$ cat config.mk
export PLATFORM = sky130hd
export DESIGN_NAME = dmem_arbiter
export DESIGN_NICKNAME = d
export VERILOG_FILES = /design/src/rtl/dmem_arb_pkg.sv /design/src/rtl/dmem_rr_pick.sv /design/src/rtl/dmem_arbiter.sv
export SDC_FILE = /design/constraint.sdc
export NUM_CORES = 1
export LEC_CHECK = 0
export CORE_ASPECT_RATIO = 0.75
export CORE_MARGIN = 5
export CORE_UTILIZATION = 30
export CTS_CLUSTER_DIAMETER = 100
export DETAILED_ROUTE_END_ITERATION = 8
export SKIP_LAST_GASP = 1
export SYNTH_ARGS = -nofsm -noshare
export SYNTH_HDL_FRONTEND = slang
export SYNTH_SLANG_ARGS = --single-unit
$ cat constraint.sdc
create_clock -name clk -period 1.4 [get_ports clk]
set_clock_uncertainty 0.15 [all_clocks]
set_input_delay 0.21 -clock clk [delete_from_list [all_inputs] [get_ports clk]]
set_output_delay 0.21 -clock clk [all_outputs]
set_load 0.01 [all_outputs]
$ cat src/rtl/dmem_arb_pkg.sv
// Shared types for the data-memory arbiter.
// Optional alignment checking is enabled by defining DMEM_ARB_ALIGN_CHECK_EN.
package dmem_arb_pkg;

    localparam int unsigned NUM_PORTS = 2;

    typedef logic portId_t;

    typedef enum logic {
        ST_IDLE,
        ST_ACCESS
    } arbState_t;

    function automatic logic [NUM_PORTS-1:0] portOneHot(input portId_t id);
        return id ? 2'b10 : 2'b01;
    endfunction

endpackage

$ cat src/rtl/dmem_rr_pick.sv
// Combinational 2-way round-robin pick; the port not granted last wins a tie.
module dmem_rr_pick
    import dmem_arb_pkg::*;
(
    input  logic [NUM_PORTS-1:0] req,
    input  portId_t              lastGnt,
    output logic [NUM_PORTS-1:0] gnt
);

    always_comb begin
        gnt = '0;
        unique case (req)
            2'b01:   gnt = 2'b01;
            2'b10:   gnt = 2'b10;
            2'b11:   gnt = lastGnt ? 2'b01 : 2'b10;
            default: gnt = '0;
        endcase
    end

endmodule

$ cat src/rtl/dmem_arbiter.sv
// Round-robin arbiter sharing the single-ported Data_Memory between core and loader.
// Define DMEM_ARB_ALIGN_CHECK_EN to reject misaligned accesses with rsp_err_o.
module dmem_arbiter
    import dmem_arb_pkg::*;
#(
    parameter int unsigned AW = 32,
    parameter int unsigned DW = 32
) (
    input  logic                 clk,
    input  logic                 rst_n,
    input  logic [NUM_PORTS-1:0] req_i,
    input  logic [NUM_PORTS-1:0] we_i,
    input  logic [AW-1:0]        addr0_i,
    input  logic [AW-1:0]        addr1_i,
    input  logic [DW-1:0]        wdata0_i,
    input  logic [DW-1:0]        wdata1_i,
    output logic [NUM_PORTS-1:0] gnt_o,
    output logic [NUM_PORTS-1:0] rsp_valid_o,
    output logic                 rsp_err_o,
    output logic [DW-1:0]        rdata_o,
    output logic [AW-1:0]        mem_addr_o,
    output logic [DW-1:0]        mem_wdata_o,
    output logic                 mem_write_o,
    output logic                 mem_read_o,
    input  logic [DW-1:0]        mem_rdata_i
);

    arbState_t            stateQ, stateD;
    portId_t              lastGntQ, portQ, winId;
    logic [NUM_PORTS-1:0] pickGnt, rspValidQ;
    logic [AW-1:0]        addrQ;
    logic [DW-1:0]        wdataQ, rdataQ;
    logic                 weQ, accept, errAccess;

    dmem_rr_pick uPick (
        .req     (req_i),
        .lastGnt (lastGntQ),
        .gnt     (pickGnt)
    );

    assign winId  = pickGnt[1];
    assign accept = (stateQ == ST_IDLE) && (|req_i);
    // Gated by rst_n so no grant leaks out while reset is held.
    assign gnt_o  = (accept && rst_n) ? pickGnt : '0;

`ifdef DMEM_ARB_ALIGN_CHECK_EN
    logic rspErrQ;

    assign errAccess = (addrQ[1:0] != 2'b00);

    always_ff @(posedge clk or negedge rst_n) begin
        if (!rst_n) begin
            rspErrQ <= 1'b0;
        end else begin
            rspErrQ <= (stateQ == ST_ACCESS) && errAccess;
        end
    end

    assign rsp_err_o = rspErrQ;
`else
    assign errAccess = 1'b0;
    assign rsp_err_o = 1'b0;
`endif

    always_comb begin
        stateD      = stateQ;
        mem_write_o = 1'b0;
        mem_read_o  = 1'b0;
        unique case (stateQ)
            ST_IDLE: begin
                if (|req_i) stateD = ST_ACCESS;
            end
            ST_ACCESS: begin
                stateD = ST_IDLE;
                if (!errAccess) begin
                    mem_write_o = weQ;
                    mem_read_o  = ~weQ;
                end
            end
            default: stateD = ST_IDLE;
        endcase
    end

    always_ff @(posedge clk or negedge rst_n) begin
        if (!rst_n) begin
            stateQ    <= ST_IDLE;
            lastGntQ  <= 1'b1;
            portQ     <= 1'b0;
            weQ       <= 1'b0;
            addrQ     <= '0;
            wdataQ    <= '0;
            rdataQ    <= '0;
            rspValidQ <= '0;
        end else begin
            stateQ    <= stateD;
            rspValidQ <= '0;
            if (accept) begin
                addrQ    <= winId ? addr1_i : addr0_i;
                wdataQ   <= winId ? wdata1_i : wdata0_i;
                weQ      <= we_i[winId];
                portQ    <= winId;
                lastGntQ <= winId;
            end
            if (stateQ == ST_ACCESS) begin
                rspValidQ <= portOneHot(portQ);
                if (!weQ && !errAccess) rdataQ <= mem_rdata_i;
            end
        end
    end

    assign mem_addr_o  = addrQ;
    assign mem_wdata_o = wdataQ;
    assign rdata_o     = rdataQ;
    assign rsp_valid_o = rspValidQ;

endmodule

# == Word level (Yosys, flattened, before mapping) ==
# Index checks and enable logic that the tools add are counted.
# totals
regBits,102
latchBits,0
ramBits,0
mem_bits_ro,0
inputBits,166
output_inout_bits,103
mem_count,0
# op_classes
n_addsub,0
n_mul,0
n_div,0
n_lt_le_gt_ge,1
eq_ne,3
shift,0
mux,13
bitwise,2
reduce_logical,4
# op_table
op,count
32-bit 2-to-1 mux,2
2-bit 2-to-1 mux,4
2-bit case mux with 3 select lines,1
1-bit 2-to-1 mux,5
2-bit == test (second input constant),2
2-bit by 1-bit == test with 1-bit output (second input constant),1
1-bit logical AND,2
1-bit by 2-bit < comparator with 1-bit output (second input constant),1
1-bit NOT,2
1-bit case mux with 2 select lines,1
2-bit AND reduction,1
2-bit OR reduction,1

# == Depth between registers and ports, before layout ==
# logic_depth
ltp_word,4
depth_mapped,7
ltp_nobuf,3

# == By module ==
# Synthesis repeated with hierarchy kept, for this count alone.
# unflattened
cells_unflattened,298
hier_area_um2,4735.8
# modules_own_cells
module,instances,cells_each,area_per_inst_um2,seq_area_each_um2
dmem_arbiter,1,295,4717.0,2553.7
dmem_rr_pick,1,3,18.8,0.0

# == Worst setup path before layout ==
# OpenSTA, ideal clock, no wires.
# synth_path
path_type,register -> output
start,reg stateQ
end,out gnt_o[1]
arrival_time_ps,1325
t_required_ps,1040
slack_ps,-285
stages_incl_launch_ff,7
path_buffers,4
path_cell_list,dfrtp_1 > buf_2 > nand2b_1 > buf_2 > buf_6 > buf_4 > nor3b_1
# synth_via
elab_chain_cells,4
# synth_rtl
item,line_no,source
from (decl),dmem_arbiter.sv:28,"arbState_t stateQ, stateD;"
from (signal assigned),dmem_arbiter.sv:95,stateQ <= stateD;
1-bit NOT,dmem_arbiter.sv:42,assign accept = (stateQ == ST_IDLE) && (|req_i);
1-bit logical AND,dmem_arbiter.sv:42,
1-bit logical AND,dmem_arbiter.sv:44,assign gnt_o = (accept && rst_n) ? pickGnt : '0;
2-bit 2-to-1 mux,dmem_arbiter.sv:44,
to (decl),dmem_arbiter.sv:17,"output logic [NUM_PORTS-1:0] gnt_o,"
# No other way between the ends.

# == Final worst setup path ==
# Same ends and word-level chain as after synthesis.

==> summary.txt <==
Place
  – Port Buffer Count: 267
  – Final Wtd Congestion: roughly 0.83
  – Placed cell areas: 8671 µm²
  – Final HPWL from detailed placement: 14.89 mm

Run
  – Max Cap Viol: 0

Logic synthesis
  – Distinct cells, synth: 26
  – Yosys reg bits: 102
  – Yosys warning total: 0
  – Post-synth top cells: o22ai_1 (128), dfrtp_1 (101), nor3_1 (65)
  – Most frequent cell after synthesis: o22ai_1
  – Post-synth ARST share: 100.0%
  – Syn_nets: 706
  – Synth Cell Area: 5524 µm²
  – Top_reg_cell synth: dfrtp_1
  – Cell taking the most area after synthesis: dfrtp_1
  – Synth top area share: 45.75%
  – Synth area leaders: dfrtp_1 (46%), o22ai_1 (14%), a211oi_1 (7.6%)
  – Syn avg cell area: 10.23 µm²
  – Register area share after synthesis: 46.23%
  – EDFF count, synth: 0
  – Post-Syn Instances: 540

STA
  – Maximum clock rate: 598.5 MHz
  – Final period utilization: 119.3%
  – Fin. Hold Viols: 0
  – Fin worst setup slack: -0.2707 ns
  – Hold WS: 0.2258 ns
  – Setup-failing EPs final: 102
  – RSZ-0062 raised after global routing: true
  – Max Slew Vio Count: 0
  – Period minus WS final: 1.671 ns

Clock network
  – H-tree levels: 3
  – Clock slew at reported path FFs: 0.07 ns
  – Clock latency on the worst-skew pair: 0.35 ns
  – CTS Sinks: 102
  – Root Buffer Master: clkbuf_16
  – Clk buf depth: 2
  – Total CTS buffers: 9
  – CTS tree: done

Power
  – Combinational share of power: roughly 48%
  – Worst VDD drop: roughly 750 µV
  – Net Sw Power: between 4 and 5 mW
  – Leak Pwr: 4.087 nW
  – Clock Power Share: 20.3%
  – Power Dens Cells: 1369 nW/µm²
  – Sequential share of power: about a third
  – Int Power: 9.475 mW
  – Net Sw Frac: 33.81%

Worst setup path
  – CP required: 1.04 ns
  – R2r setup slk: -0.26 ns
  – Critical Path End Type: output port
  – Worst path arrival time: 1.31 ns
  – Slowest CP cell: dfrtp_2
  – Reg2reg end: mem_addr_o[22]$_DFFE_PN0P_
  – Crit path kind: reg -> out
  – FF-to-FF Start: stateQ$_DFF_PN0_
  – FF-to-FF path depth: 6
  – Critical Path Start: stateQ$_DFF_PN0_
  – CP Cell Sequence: nand2b_4, nor3b_4, buf_6
  – Worst Setup EP: gnt_o[1]
  – CP startpoint kind: flop
  – Max incr delay on CP: ~0.45 ns
  – Crit-path max FO: 3

Floorplan
  – # IOs: roughly 270
  – Chip Height: 127.5 µm
  – Core Region: 18290 µm²
  – Initial core utilization: between 30% and 40%
  – Width of the die: 166.7 µm
  – Die area: about 21000 µm²
  – Site row count: 43

Global routing
  – First-pass GRT wire length: 36.47 mm
  – Grt ovf: 0
  – Initial antenna violation count: 2
  – Vias in the first global route: 6374
  – Largest net degree at the start of global routing: 56
  – Global Route Usage Sum: a little over a fifth

Routing
  – Iter 0 DRT Violations: 563
  – Post-route ant nets: 0
  – First-pass iteration count of the detailed router: 5
  – Avg Vias per Cell: 5.454
  – Vias: 6054
  – DRC viols: 0
  – Wirelength, routed: 24.58 mm
  – Drt wl/cell: approximately 22 µm

Layout
  – Final nets: 1023
  – P&R area growth vs syn: 89.29%
  – Share of cells above drive strength 1: 33.76%
  – Final instance area: 10460 µm²

Outcome
  – Status: complete, but fails checks
  – Failing checks: negative setup slack

Hold path
  – Worst hold path class: in -> reg
repair_timing:
action                     in CTS  in global routing
setup endpoints to repair     200                209
gates cloned                    9                  5
pin swaps                      10                 32
hold buffers                    1                  0
gates resized for setup       274                113
setup buffers                  44                 13
hold endpoints to repair       32                  0
power by group through the flow:
stage / combinational, mW / sequential [mW] / clock, mW
floorplan: 2.23 / 4.91 / 0
global placement: 5.49 / 4.55 / 0
detailed placement: 5.58 / 4.60 / 0
CTS: 6.28 / 4.50 / 2.98
global route: 7.28 / 4.65 / 3.09
finish: 6.88 / 4.54 / 2.90
state kept, by name, indices dropped and copies added (netlist names):
signal / flops
lastGntQ: 1
mem_addr_o: 32
mem_wdata_o: 32
portQ: 1
rdata_o: 32
rsp_valid_o: 2
stateQ: 1
weQ: 1
critical path: cells and delay by family, from the launching register on:
kind                   cells  cell delay [ns]
flip-flops                 1             0.45
AND/OR/NAND/NOR            2             0.37
buffers and inverters      1             0.14
worst min path at each step:
stage | cells after the start | start | endpoint | slack (ns)
2_1_floorplan | 0 | rst_n | mem_addr_o[0]$_DFFE_PN0P_ | -0.24
3_3_place_gp | 2 | rst_n | portQ$_DFFE_PN0P_ | -0.03
3_5_place_dp | 2 | rst_n | portQ$_DFFE_PN0P_ | -0.02
4_1_cts | 3 | req_i[1] | stateQ$_DFF_PN0_ | 0.19
5_1_grt | 3 | rst_n | portQ$_DFFE_PN0P_ | 0.23
6_report | 3 | req_i[1] | stateQ$_DFF_PN0_ | 0.23
cell families (layout without fill, tap and decap cells):
family / Yosys count / in the layout / share of synthesized area (%)
compound gates: 196 / 196 / 24.39
buf+inv: 65 / 387 / 7.995
flops: 102 / 102 / 46.23
mux: 32 / 32 / 6.523
simple gates: 144 / 144 / 14.79
other cells: 1 / 2 / 0.06789
per-layer routing:
layer  global-route usage (%)  wire length (µm)  vias up
li1                         -                 -     2720
met1                    28.05             10660     3015
met2                    35.22             11620      287
met3                    6.372              1864       30
met4                    5.580               419        2
met5                        0                13        -
layout make-up:
class | instances | area (µm²)
well taps | 247 | 309.0
inverters | 2 | 10.01
flip-flops and latches | 102 | 2555
diodes | 1 | 2.502
repair buffers | 369 | 3862
multi-input cells | 373 | 3378
clock inverters | 5 | 86.33
clock buffers | 11 | 252.7
fillers | 1524 | 7836
cells in the final DEF, fill, tap and decap left out, types with 2 or more instances in the layout:
cell / Yosys / routed
clkdlybuf4s50_1: 0 / 162
dfrtp_1: 101 / 100
clkdlybuf4s15_1: 0 / 74
o22ai_1: 128 / 68
buf_4: 11 / 64
nand2b_1: 63 / 61
nor3_1: 65 / 54
o22ai_2: 0 / 42
a211oi_2: 8 / 32
a211oi_1: 56 / 32
mux2_4: 0 / 32
o22ai_4: 0 / 18
buf_12: 0 / 16
clkbuf_16: 0 / 13
clkbuf_2: 0 / 13
buf_6: 17 / 12
nor3_2: 0 / 11
buf_16: 0 / 8
clkdlybuf4s15_2: 0 / 5
dlygate4sd2_1: 0 / 4
nor2_1: 4 / 3
inv_6: 0 / 3
buf_2: 23 / 3
and2_4: 0 / 2
nand2b_4: 0 / 2
nor2_4: 0 / 2
or2b_1: 2 / 2
nand2_1: 2 / 2
o21ai_0: 3 / 2
bufinv_16: 0 / 2
clkbuf_8: 0 / 2
buf_8: 0 / 2
per-stage QoR:
| stage | cells | setup slack [ns] | TNS [ns] | util [%] | total power, mW |
|---|---|---|---|---|---|
| global route | 1110 | -0.3405 | -29.37 | 57.16 | 15.02 |
| finish | 1110 | -0.2707 | -22.52 | 57.16 | 14.32 |
| detailed placement | 1023 | -0.6428 | -39.82 | 47.40 | 10.19 |
| CTS | 1093 | -0.2927 | -34.26 | 54.17 | 13.76 |
| floorplan | 540 | -0.1335 | -2.137 | - | 7.144 |
| global placement | 1023 | -0.6604 | -37.89 | 47.40 | 10.03 |
(Power assumes the default switching activity.)
